[src/rtl/prio_enc_pkg.sv]
// Shared types and helpers for the priority request encoder.
// Round-robin mode is selected by defining PRIO_ENC_RR_EN.
package prio_enc_pkg;

   typedef enum logic {
      IDLE = 1'b0,
      HOLD = 1'b1
   } state_t;

   localparam int MAX_N = 64;

   function automatic int unsigned popcount(input logic [MAX_N-1:0] v);
      int unsigned c;
      c = 0;
      for (int i = 0; i < MAX_N; i++) begin
         if (v[i]) c++;
      end
      return c;
   endfunction

endpackage

[src/rtl/prio_find.sv]
// Combinational downward search with wrap: first set mask bit at or below start.
// Shared by fixed and round-robin priority (PRIO_ENC_RR_EN).
module prio_find #(
   parameter int N = 8,
   parameter int W = $clog2(N)
) (
   input  logic [N-1:0] mask,
   input  logic [W-1:0] start,
   output logic         found,
   output logic [W-1:0] idx
);

   function automatic logic [W-1:0] wrap_sub(input logic [W-1:0] s, input int k);
      return W'((int'(s) + N - k) % N);
   endfunction

   // Iterate from the farthest position back to start so the nearest hit wins.
   always_comb begin
      found = 1'b0;
      idx   = '0;
      for (int k = N - 1; k >= 0; k--) begin
         if (mask[wrap_sub(start, k)]) begin
            found = 1'b1;
            idx   = wrap_sub(start, k);
         end
      end
   end

endmodule

[src/rtl/prio_req_encoder.sv]
// Latches requests and grants them one at a time through a valid/ready handshake.
// Fixed highest-index priority by default; PRIO_ENC_RR_EN enables round-robin.
module prio_req_encoder
   import prio_enc_pkg::*;
#(
   parameter int N = 8,
   parameter int W = $clog2(N)
) (
   input  logic         clk,
   input  logic         rst_n,
   input  logic         En,
   input  logic [N-1:0] req,
   output logic         out_valid,
   input  logic         out_ready,
   output logic [W-1:0] out_idx,
   output logic [N-1:0] pending,
   output logic [W:0]   pend_cnt
);

   state_t       state;
   logic [N-1:0] set_vec;
   logic [N-1:0] clr_vec;
   logic [N-1:0] search_mask;
   logic [W-1:0] search_start;
   logic         accept;
   logic         find_found;
   logic [W-1:0] find_idx;

   function automatic logic [W-1:0] dec_wrap(input logic [W-1:0] x);
      return W'((int'(x) + N - 1) % N);
   endfunction

   assign set_vec = En ? req : '0;
   assign accept  = (state == HOLD) && out_ready;
   assign clr_vec = accept ? (N'(1) << out_idx) : '0;

   // A re-requested granted bit stays eligible; fresh requests wait one cycle.
   assign search_mask = accept ? (pending & ~(clr_vec & ~set_vec)) : pending;

`ifdef PRIO_ENC_RR_EN
   logic [W-1:0] rr_ptr;

   assign search_start = accept ? dec_wrap(out_idx) : dec_wrap(rr_ptr);

   always_ff @(posedge clk) begin
      if (!rst_n) begin
         rr_ptr <= '0;
      end else if (accept) begin
         rr_ptr <= out_idx;
      end
   end
`else
   assign search_start = W'(N - 1);
`endif

   prio_find #(.N(N), .W(W)) u_find (
      .mask  (search_mask),
      .start (search_start),
      .found (find_found),
      .idx   (find_idx)
   );

   assign pend_cnt = (W+1)'(popcount(MAX_N'(pending)));

   always_ff @(posedge clk) begin
      if (!rst_n) begin
         state     <= IDLE;
         pending   <= '0;
         out_valid <= 1'b0;
         out_idx   <= '0;
      end else begin
         pending <= (pending & ~clr_vec) | set_vec;
         case (state)
            IDLE: begin
               if (find_found) begin
                  state     <= HOLD;
                  out_valid <= 1'b1;
                  out_idx   <= find_idx;
               end
            end
            HOLD: begin
               if (out_ready) begin
                  if (find_found) begin
                     out_idx <= find_idx;
                  end else begin
                     state     <= IDLE;
                     out_valid <= 1'b0;
                     out_idx   <= '0;
                  end
               end
            end
            default: begin
               state     <= IDLE;
               out_valid <= 1'b0;
               out_idx   <= '0;
            end
         endcase
      end
   end

endmodule

[config.mk]
export PLATFORM = sky130hd
export DESIGN_NAME = prio_req_encoder
export DESIGN_NICKNAME = d
export VERILOG_FILES = /design/src/rtl/prio_enc_pkg.sv /design/src/rtl/prio_find.sv /design/src/rtl/prio_req_encoder.sv
export SDC_FILE = /design/constraint.sdc
export NUM_CORES = 1
export LEC_CHECK = 0
export ABC_AREA = 0
export BUFFER_PORTS_ARGS = -buffer_cell sky130_fd_sc_hd__buf_4
export CORE_UTILIZATION = 53
export CTS_CLUSTER_SIZE = 14
export DETAILED_ROUTE_END_ITERATION = 8
export PLACE_DENSITY = 0.79
export SETUP_SLACK_MARGIN = 0.2
export SYNTH_ARGS = -nofsm -noshare
export SYNTH_HDL_FRONTEND = slang
export SYNTH_SLANG_ARGS = --single-unit
[constraint.sdc]
create_clock -name clk -period 5.5 [get_ports clk]
set_clock_uncertainty 0.2 [all_clocks]
set_input_delay 0.55 -clock clk [delete_from_list [all_inputs] [get_ports clk]]
set_output_delay 0.55 -clock clk [all_outputs]
set_load 0.03 [all_outputs]
==> impl_metrics.tcl <==
set metrics [dict create \
    status "finished clean" \
    cts_tree "done" \
    whs_ns 0.302 \
    max_freq_mhz 198 \
    min-delay-start "out_idx[2]" \
    die_w_um 48.7 \
    tns_ns 0 \
    p_per_area_nw_per_um2 264 \
    synthXorXnorAreaFrac 0.111 \
    worst_pin_slew_ns 0.448 \
    grt_max_degree 16 \
    die_h_um 48.7 \
    clk_path_buf_depth 2 \
    synth-async-reset-ratio 0 \
    synth_cells 142 \
    period_needed_ns 5.05 \
    cts_inserted_buffers 3 \
    crit_fanout 5 \
    power.total_mw 0.381 \
    rows 16 \
    synth-adder-area-share 0.0758 \
    syn_area_per_cell_um2 8.14 \
    ys_warn_count 0 \
    pin_count 28 \
    routabilityCongestion 0.890 \
    p_leak_nw 0.623 \
    rsz0062_at_grt "false" \
    synth_seq_cells 13 \
    ys_types 49 \
    start_util 0.578 \
    worstReg2RegEnd "out_idx[1]" \
    utilization 0.721 \
    fillers 181 \
    reg2reg_depth 6 \
    cts.sinks 13 \
    maxCapViolCount 0 \
    final_cell_mix "buf_4 (29), nand2_1 (11), dfxtp_1 (10), nor2_1 (9)" \
    area_growth_pct 24.8 \
    nets 189 \
    reg2reg_from "out_idx[1]" \
    hold_depth 2 \
    postRouteAntennaNets 0 \
    clk_latency_ns 0.28 \
    holdPathEnd "out_idx[2]" \
    core_area_um2 2000 \
    synth_flop_cell "dfxtp_1" \
    syn_nets 161 \
    startpoint "pending[0]" \
    startpoint_type "flip-flop" \
    finalNonFillerCells 196 \
    arrival_ns 4.30 \
    cp.required_ns 4.75 \
    critPathCaptureType "primary output" \
    drt-pass1-iter-count 5 \
    grt_pass1_vias 1122 \
    grt_pass1_wl_um 4550 \
    ir_drop_mv 0.174 \
    grt_antenna_before_repair 0 \
    htreeDepth 1 \
    synth_compound_area_frac 0.273 \
    synthSimpleGateAreaFrac 0.253 \
    worst_slack_ns 0.446 \
    finalWirelength_um 2670 \
    dpl_cell_area_um2 1370 \
    routed-via-count 1162 \
    port_buffers 27 \
    rrSetupSlack_ns 3.16 \
    dpl.cell_count 190 \
    path_class "flip-flop to primary output" \
    grt_use_total 0.243 \
    setup_viol 0 \
    drv_slew 0 \
    routedWlPerCell_um 13.6 \
    post-place-ws_ns 0.438 \
    clk_pin_slew_ns 0.08 \
    synth_top_family_by_area "compound AO/OA/AOI/OAI gates" \
    synth.mux.area_fraction 0.0195 \
    yosysSeqAreaShare 0.225 \
    grt-ovfl-total 0 \
    slew_headroom 0.701 \
    route.detailed.drc 0 \
    postLayoutCellArea_um2 1440 \
    diodes 0 \
    period_share 0.919 \
    drtIter0Drc 17 \
    hold_violations 0 \
    cts_root_buffer "clkbuf_4" \
    syn_area_um2 1160 \
    via_per_inst 5.93 \
    synth_edf_count 0 \
    hold_path_class "flip-flop to flip-flop" \
    layout-drive-gt1-share 0.278 \
    dp_hpwl_um 1990 \
    final_common_cell "buf_4" \
    dieArea_um2 2370 \
]
==> cells by family (layout without fill, tap and decap cells) <==
group                      count (synthesis)  in the layout
muxes                                      2              2
xor gates and xnor gates                  12             12
buffers and inverters                     13             40
AOI/OAI and AO/OA                         42             42
adders and majority gates                  7              7
and+or+nand+nor                           53             53
DFF                                       13             13
==> cell type report <==
type	instances	area, um^2	share of cell area
Timing Repair Buffer	29	218	0.151
Clock buffer	4	26.3	0.0182
Tap cell	27	33.8	0.0234
Inverter	7	26.3	0.0182
Multi-Input combinational cell	116	870	0.603
Sequential cell	13	269	0.186
==> critical path, stage by stage, from the launching register on <==
cell	delay [ns]
dfxtp_4	0.37
inv_1	0.07
ha_4	0.26
xor2_1	0.16
ha_1	0.33
nand2_1	0.10
a21boi_2	0.17
inv_1	0.06
ha_1	0.30
nand2_2	0.09
o21ai_0	0.10
ha_1	0.32
nor2b_1	0.11
a31oi_1	0.05
a21o_1	0.19
ha_1	0.29
mux2_1	0.33
ha_1	0.30
mux2_2	0.26
buf_4	0.17
==> sequential cells by signal (all words and copies together), names as in the netlist <==
name,flops
pending,8
out_idx,3
out_valid,1
state,1
==> worst max-delay path by stage <==
stage                   to  cells past startpoint
4_1_cts        pend_cnt[1]                     19
3_5_place_dp   pend_cnt[1]                     19
3_3_place_gp   pend_cnt[1]                     19
6_report       pend_cnt[1]                     19
5_1_grt        pend_cnt[1]                     19
2_1_floorplan  pend_cnt[1]                     18
==> synth_stat cells, types with 3 or more instances <==
cell | count | area share
a21oi_1 | 5 | 0.022
a31oi_1 | 3 | 0.016
and2_1 | 6 | 0.032
clkbuf_1 | 6 | 0.019
dfxtp_1 | 13 | 0.23
ha_1 | 7 | 0.076
inv_1 | 7 | 0.023
nand2_1 | 12 | 0.039
nand2b_1 | 3 | 0.016
nand3_1 | 3 | 0.013
nor2_1 | 9 | 0.029
nor3_1 | 7 | 0.030
o21ai_0 | 6 | 0.026
o21ai_1 | 3 | 0.013
o31ai_1 | 3 | 0.019
xnor2_1 | 6 | 0.045
xor2_1 | 4 | 0.030
==> layer usage <==
metal | wire length [um] | up-vias | GRT usage
met4 | 57 | 0 | 0.113
met1 | 1180 | 551 | 0.265
met3 | 58 | 7 | 0.0440
met2 | 1370 | 25 | 0.447
met5 | 0 | - | 0
li1 | - | 579 | -
==> power breakdown <==
part	switching [mW]	internal, mW
clock network	0.0333	0.0282
registers	0.0182	0.103
logic	0.109	0.0898
==> timing repair <==
action                     in CTS  in global routing
hold buffers                    0                  0
setup endpoints to repair       1                  3
setup buffers                   0                  2
resized for setup               3                  8
gates cloned                    0                  0
pin swaps                       0                  1
Note: power is estimated with default switching activity, not from simulation.
